File: config.mk
export PLATFORM = sky130hd
export DESIGN_NAME = cache_mem_adapter_flat
export DESIGN_NICKNAME = d
export VERILOG_FILES = /design/src/rtl/cache_mem_adapter_if.sv /design/src/rtl/cache_mem_adapter.sv /design/src/flat_wrapper.sv
export SDC_FILE = /design/constraint.sdc
export NUM_CORES = 1
export LEC_CHECK = 0
export CAP_MARGIN = 40
export CORE_MARGIN = 1
export CORE_UTILIZATION = 40
export CTS_CLUSTER_DIAMETER = 200
export DETAILED_ROUTE_END_ITERATION = 8
export PLACE_DENSITY = 0.76
export SETUP_SLACK_MARGIN = 0.02
export SLEW_MARGIN = 10
export SYNTH_ARGS = -nofsm -noshare
export SYNTH_HDL_FRONTEND = slang
export SYNTH_SLANG_ARGS = --single-unit
File: constraint.sdc
create_clock -name clk -period 3.5 [get_ports clk]
set_input_delay 0.7 -clock clk [delete_from_list [all_inputs] [get_ports clk]]
set_output_delay 0.7 -clock clk [all_outputs]
set_load 0.05 [all_outputs]
File: src/rtl/cache_mem_adapter_if.sv
// Word-wide main-memory port of cache_mem_adapter: beat request/accept and in-order read return.
interface cache_mem_adapter_if #(
  parameter int unsigned ADDR_W = 32,
  parameter int unsigned WORD_W = 32
);
  logic              m_req;
  logic              m_we;
  logic [ADDR_W-1:0] m_addr;
  logic [WORD_W-1:0] m_wdata;
  logic              m_ready;
  logic              m_rvalid;
  logic [WORD_W-1:0] m_rdata;

  modport master (output m_req, m_we, m_addr, m_wdata, input m_ready, m_rvalid, m_rdata);
  modport slave  (input m_req, m_we, m_addr, m_wdata, output m_ready, m_rvalid, m_rdata);
endinterface

File: src/rtl/cache_mem_adapter.sv
// Line-to-burst adapter between cache_control and a word-wide memory port.
// Optional watchdog abort enabled by defining CACHE_MEM_TIMEOUT_EN.
module cache_mem_adapter #(
  parameter int unsigned LINE_WORDS = 8,
  parameter int unsigned WORD_W     = 32,
  parameter int unsigned ADDR_W     = 32,
  parameter int unsigned TIMEOUT    = 1024
) (
  input  logic                         clk,
  input  logic                         rst_n,
  input  logic                         mem_read_i,
  input  logic                         mem_write_i,
  input  logic [ADDR_W-1:0]            line_addr_i,
  input  logic [LINE_WORDS*WORD_W-1:0] wline_i,
  output logic [LINE_WORDS*WORD_W-1:0] rline_o,
  output logic                         ca_resp_o,
  output logic                         err_o,
  cache_mem_adapter_if.master          mem
);
  localparam int unsigned IDX_W = $clog2(LINE_WORDS);
  localparam int unsigned CNT_W = IDX_W + 1;
  localparam int unsigned OFF_W = IDX_W + 2;
  localparam logic [CNT_W-1:0] LAST_BEAT = CNT_W'(LINE_WORDS - 1);

  typedef enum logic [1:0] {IDLE, WR, RD, RESP} state_t;

  state_t                            state_q;
  logic [ADDR_W-1:0]                 base_q;
  logic [CNT_W-1:0]                  issue_q;
  logic [CNT_W-1:0]                  ret_q;
  logic [LINE_WORDS-1:0][WORD_W-1:0] wbuf_q;
  logic [LINE_WORDS-1:0][WORD_W-1:0] rline_q;
  logic                              ca_resp_q;
  logic                              m_req_q;
  logic                              m_we_q;
  logic [ADDR_W-1:0]                 m_addr_q;
  logic [WORD_W-1:0]                 m_wdata_q;

  logic [ADDR_W-1:0] aligned_c;
  logic [ADDR_W-1:0] next_addr_c;
  logic [CNT_W-1:0]  issue_d;
  logic [CNT_W-1:0]  ret_d;
  logic              accept_c;
  logic              rd_ret_c;
  logic              addr_lsb_unused;

  assign aligned_c       = {line_addr_i[ADDR_W-1:OFF_W], OFF_W'(0)};
  assign addr_lsb_unused = ^line_addr_i[OFF_W-1:0];
  assign accept_c        = m_req_q & mem.m_ready;
  assign rd_ret_c        = (state_q == RD) & mem.m_rvalid;
  assign issue_d         = issue_q + CNT_W'(1);
  assign ret_d           = ret_q + CNT_W'(1);
  assign next_addr_c     = base_q + (ADDR_W'(issue_d) << 2);

`ifdef CACHE_MEM_TIMEOUT_EN
  localparam int unsigned WD_W = $clog2(TIMEOUT + 1);
  logic [WD_W-1:0] wd_q;
  logic            err_q;
  logic            stall_c;
  logic            expire_c;

  // A burst cycle with neither an accepted beat nor a read return counts toward the abort.
  assign stall_c  = ((state_q == WR) | (state_q == RD)) & ~accept_c & ~rd_ret_c;
  assign expire_c = stall_c & (wd_q == WD_W'(TIMEOUT - 1));
  assign err_o    = err_q;
`else
  logic timeout_unused;
  assign timeout_unused = (TIMEOUT == 0);
  assign err_o          = 1'b0;
`endif

  assign rline_o      = rline_q;
  assign ca_resp_o    = ca_resp_q;
  assign mem.m_req    = m_req_q;
  assign mem.m_we     = m_we_q;
  assign mem.m_addr   = m_addr_q;
  assign mem.m_wdata  = m_wdata_q;

  // Burst FSM; every memory-side output is a register, so nothing combinational reaches m_*.
  always_ff @(posedge clk or negedge rst_n) begin
    if (!rst_n) begin
      state_q   <= IDLE;
      base_q    <= '0;
      issue_q   <= '0;
      ret_q     <= '0;
      wbuf_q    <= '0;
      rline_q   <= '0;
      ca_resp_q <= 1'b0;
      m_req_q   <= 1'b0;
      m_we_q    <= 1'b0;
      m_addr_q  <= '0;
      m_wdata_q <= '0;
`ifdef CACHE_MEM_TIMEOUT_EN
      wd_q      <= '0;
      err_q     <= 1'b0;
`endif
    end else begin
      case (state_q)
        IDLE: begin
          ca_resp_q <= 1'b0;
          if (mem_write_i) begin
            state_q   <= WR;
            base_q    <= aligned_c;
            wbuf_q    <= wline_i;
            issue_q   <= '0;
            ret_q     <= '0;
            m_req_q   <= 1'b1;
            m_we_q    <= 1'b1;
            m_addr_q  <= aligned_c;
            m_wdata_q <= wline_i[WORD_W-1:0];
          end else if (mem_read_i) begin
            state_q  <= RD;
            base_q   <= aligned_c;
            issue_q  <= '0;
            ret_q    <= '0;
            m_req_q  <= 1'b1;
            m_we_q   <= 1'b0;
            m_addr_q <= aligned_c;
          end
        end
        WR: begin
          if (accept_c) begin
            issue_q <= issue_d;
            if (issue_q == LAST_BEAT) begin
              state_q   <= RESP;
              m_req_q   <= 1'b0;
              m_we_q    <= 1'b0;
              ca_resp_q <= 1'b1;
            end else begin
              m_addr_q  <= next_addr_c;
              m_wdata_q <= wbuf_q[issue_d[IDX_W-1:0]];
            end
          end
        end
        RD: begin
          if (accept_c) begin
            issue_q <= issue_d;
            if (issue_q == LAST_BEAT) m_req_q  <= 1'b0;
            else                      m_addr_q <= next_addr_c;
          end
          // Returns arrive in order, so ret_q is the destination word index.
          if (rd_ret_c) begin
            rline_q[ret_q[IDX_W-1:0]] <= mem.m_rdata;
            ret_q                     <= ret_d;
            if (ret_q == LAST_BEAT) begin
              state_q   <= RESP;
              m_req_q   <= 1'b0;
              ca_resp_q <= 1'b1;
            end
          end
        end
        RESP: begin
          ca_resp_q <= 1'b0;
          state_q   <= IDLE;
`ifdef CACHE_MEM_TIMEOUT_EN
          err_q     <= 1'b0;
`endif
        end
        default: state_q <= IDLE;
      endcase
`ifdef CACHE_MEM_TIMEOUT_EN
      if (!stall_c) begin
        wd_q <= '0;
      end else if (expire_c) begin
        wd_q      <= '0;
        state_q   <= RESP;
        m_req_q   <= 1'b0;
        m_we_q    <= 1'b0;
        ca_resp_q <= 1'b1;
        err_q     <= 1'b1;
      end else begin
        wd_q <= wd_q + WD_W'(1);
      end
`endif
    end
  end
endmodule

File: src/flat_wrapper.sv
// flat-port wrapper written by rule: the top's interface ports become plain ports
module cache_mem_adapter_flat 
#(
  parameter int unsigned LINE_WORDS = 8,
  parameter int unsigned WORD_W     = 32,
  parameter int unsigned ADDR_W     = 32,
  parameter int unsigned TIMEOUT    = 1024
)
  (clk, rst_n, mem_read_i, mem_write_i, line_addr_i, wline_i, rline_o, ca_resp_o, err_o, mem_m_req, mem_m_we, mem_m_addr, mem_m_wdata, mem_m_ready, mem_m_rvalid, mem_m_rdata);
  cache_mem_adapter_if #(.ADDR_W(ADDR_W), .WORD_W(WORD_W)) mem_i ();
  input  logic clk;
  input  logic rst_n;
  input  logic mem_read_i;
  input  logic mem_write_i;
  input  logic [ADDR_W-1:0] line_addr_i;
  input  logic [LINE_WORDS*WORD_W-1:0] wline_i;
  output logic [LINE_WORDS*WORD_W-1:0] rline_o;
  output logic ca_resp_o;
  output logic err_o;
  output wire logic [$bits(mem_i.m_req)-1:0] mem_m_req;
  output wire logic [$bits(mem_i.m_we)-1:0] mem_m_we;
  output wire logic [$bits(mem_i.m_addr)-1:0] mem_m_addr;
  output wire logic [$bits(mem_i.m_wdata)-1:0] mem_m_wdata;
  input wire logic [$bits(mem_i.m_ready)-1:0] mem_m_ready;
  input wire logic [$bits(mem_i.m_rvalid)-1:0] mem_m_rvalid;
  input wire logic [$bits(mem_i.m_rdata)-1:0] mem_m_rdata;
  assign mem_m_req = mem_i.m_req;
  assign mem_m_we = mem_i.m_we;
  assign mem_m_addr = mem_i.m_addr;
  assign mem_m_wdata = mem_i.m_wdata;
  assign mem_i.m_ready = mem_m_ready;
  assign mem_i.m_rvalid = mem_m_rvalid;
  assign mem_i.m_rdata = mem_m_rdata;
  cache_mem_adapter #(.LINE_WORDS(LINE_WORDS), .WORD_W(WORD_W), .ADDR_W(ADDR_W), .TIMEOUT(TIMEOUT)) u_core (.clk(clk), .rst_n(rst_n), .mem_read_i(mem_read_i), .mem_write_i(mem_write_i), .line_addr_i(line_addr_i), .wline_i(wline_i), .rline_o(rline_o), .ca_resp_o(ca_resp_o), .err_o(err_o), .mem(mem_i));
endmodule
==> results.toml <==
[yosys]
seq_area_frac_synth_pct = 59.0
netlist_area_mm2 = 0.0260
synth_edf_count = 0
synth_cell_types = 56
synth_ff_type = "dfrtp_1"
synth.area.top_cells = "dfrtp_1, nand2_1, mux2_2, mux4_2, buf_2"
yosysTopAreaCellShare_pct = 59.0
synth_common_cells = "nand2_1, dfrtp_1, mux2_2"
synth_cells = 2257
syn_avg_cell_area_um2 = 11.5
synth-seq-cells = 614
yosysTopAreaCell = "dfrtp_1"
yosys_warnings = 0
async_flop_share_pct = 100
synth_most_common_cell = "nand2_1"

[layout]
seq_area_mm2 = 0.0154
area_delta_synth_final_pct = 37.7
fin_nets = 3233
drive_gt1_share_pct = 18.3
multi_input_area_mm2 = 0.0101
fill_cells = 5210

[detailed_routing]
vias = 19900
wl_per_cell_um = 20.7
drcViolationCount = 0
ant_nets = 0
vias_per_cell = 5.22
drt_first_pass_iters = 7
drt_wl_total_mm = 78.8
drt_iter0_markers = 1458

[global_route]
antenna_found_initial = 13
grt_pass1_wl_mm = 122
grt_use_total_pct = 23.9
grt_pass1_vias = 20700
grt_overflow = 0
grt_max_degree = 108

[power_and_ir_drop]
intPower_mw = 21.4
ir_drop_mv = 0.521
p_sw_mw = 16.3
netSwitchingFraction_pct = 43.3
combPwrFrac_pct = 48.6
p_leak_nw = 16.4
seqPwrFrac_pct = 32.7
power_density_mw_per_mm2 = 1050
clockPowerShare_pct = 18.8

[clocking]
postCtsSetupBuffers = 0
hold_buffers = 0
clock_sinks = 614
clk_pin_slew_worst_paths_ns = 0.06
cts_tree = "built"
cts_resized = 0
tritoncts.num_buffers = 68
clk_latency_ns = 0.61
htreeDepth = 3
cts-root-buf = "clkbuf_16"
cts_buffer_depth = 3

[sta]
period_needed_ns = 2.83
finClkSkew_ns = 0.0247
rsz0062_at_grt = "false"
tightest_slew_ns = 0.712
maxSlewHeadroom_pct = 52.4
layout_setup_ws_ns = 0.673
slew_viol_final = 0
fin_tns_setup_ns = 0
post-route-period-util_pct = 80.8
setup_viol = 0
hold_violations = 0
max_freq_mhz = 354

[placement]
place_congestion = 0.884
portBuffers = 641
pre_cts_ws_ns = 0.649
hpwlAfterDp_mm = 56.0

[critical_path]
cp_data_required_time_ns = 3.99
crit_path_max_fanout = 8
startpoint_type = "flop"
critical_path_class = "reg -> reg"
worstPathArrival_ns = 3.32
end_kind = "flop"

[run_status]
outcome = "complete, no violations"

[floorplanning]
die_area_mm2 = 0.0661
die_w_um = 257
die_h_um = 257
core_area_mm2 = 0.0643
boundaryPins = 650
start_util_pct = 40.5
num_rows = 93

[hold_path]
hp-class = "in -> async"

[job]
maxCapViolCount = 0
layer usage:
layer  share of wire (%)  wire length (um)  track usage [%]
met1                  39             30600             29.2
met2                  50             39200             40.4
met3                 7.7              6040             6.02
met4                 3.4              2720             9.28
met5                0.22               171                0
metrics by stage:
stage	power (mW)	hold slack, ns	instances	utilization, %	cell area [um2]
detailed placement	30.7	0.458	3684	52.3	33600
floorplan	24.2	0.404	2259	-	26100
finish	37.7	0.0470	3806	55.7	35900
global route	39.6	0.0898	3804	55.7	35900
CTS	38.0	0.0549	3804	55.7	35900
global placement	30.1	0.453	3683	52.2	33600
kinds of logic after synthesis:
group	synth area share [%]
buffers and inverters	2.73
XOR/XNOR	0.841
adder cells (fa/ha/maj)	0.384
multiplexers	18.9
flip-flops	59.0
AO/OA/AOI/OAI	3.65
AND/OR/NAND/NOR	14.5
other	0.0144
final cells by class:
type                            count  share of cell area, %
Sequential cell                   614                   42.8
Multi-Input combinational cell   1503                   28.1
Timing Repair Buffer              702                   19.8
Clock buffer                       96                   5.46
Tap cell                          855                   2.98
Clock inverter                     24                  0.729
Inverter                           10                  0.105
Antenna cell                        2                 0.0140
flip-flops by register name, indices dropped and copies added (netlist names):
register            cells
u_core.state_q          2
u_core.mem.m_addr      30
u_core.ca_resp_o        1
u_core.mem.m_we         1
u_core.rline_o        256
u_core.issue_q          4
u_core.mem.m_wdata     32
u_core.mem.m_req        1
u_core.wbuf_q         256
u_core.ret_q            4
u_core.base_q          27
layout by cell type (no fill, tap or decap), types with 7 or more instances in the layout:
cell,netlist,layout
clkbuf_16,0,70
mux4_2,64,64
nand3_1,19,18
o21ai_1,7,7
a22oi_1,23,23
mux2_2,277,277
buf_4,10,45
dfrtp_1,614,613
xor2_1,20,19
nor2_1,20,17
clkbuf_1,41,15
a21oi_1,19,19
o211ai_1,14,14
clkbuf_8,0,11
clkdlybuf4s50_1,0,639
mux2_1,7,7
clkinv_2,0,13
o21ai_0,59,58
buf_12,0,16
inv_1,10,10
mux2i_1,27,27
nand2_1,859,858
final timing paths:
check | slack, ns | to | start | depth (start not counted)
max in group asynchronous | 2.39 | u_core.rline_o[238] | rst_n | 2
min in group clk | 0.47 | u_core.wbuf_q[103] | u_core.wbuf_q[103] | 2
max reg2reg | 0.67 | u_core.mem.m_addr[27] | u_core.issue_q[2] | 9
max | 0.67 | u_core.mem.m_addr[27] | u_core.issue_q[2] | 9
min | 0.05 | u_core.mem.m_wdata[5] | rst_n | 1
min reg2reg | 0.47 | u_core.wbuf_q[103] | u_core.wbuf_q[103] | 2
critical path: stages, from the launching register on:
cell and delay (ns):
dfrtp_1 0.56, nand3_1 0.14, xnor2_1 0.22, ha_1 0.25, ha_1 0.22, nand3_2 0.21, nor2_1 0.50, nand3_1 0.17
xor2_1 0.19, o31ai_1 0.26
power by group through the flow:
| stage | sequential [mW] | combinational, mW | clock [mW] |
|---|---|---|---|
| after floorplan | 17.6 | 6.61 | 0 |
| after global placement | 12.1 | 18.0 | 0 |
| after detailed placement | 12.4 | 18.3 | 0 |
| after CTS | 12.3 | 18.4 | 7.22 |
| after global routing | 12.7 | 19.4 | 7.52 |
| final | 12.3 | 18.3 | 7.09 |
Note: power is estimated with default switching activity, not from simulation.
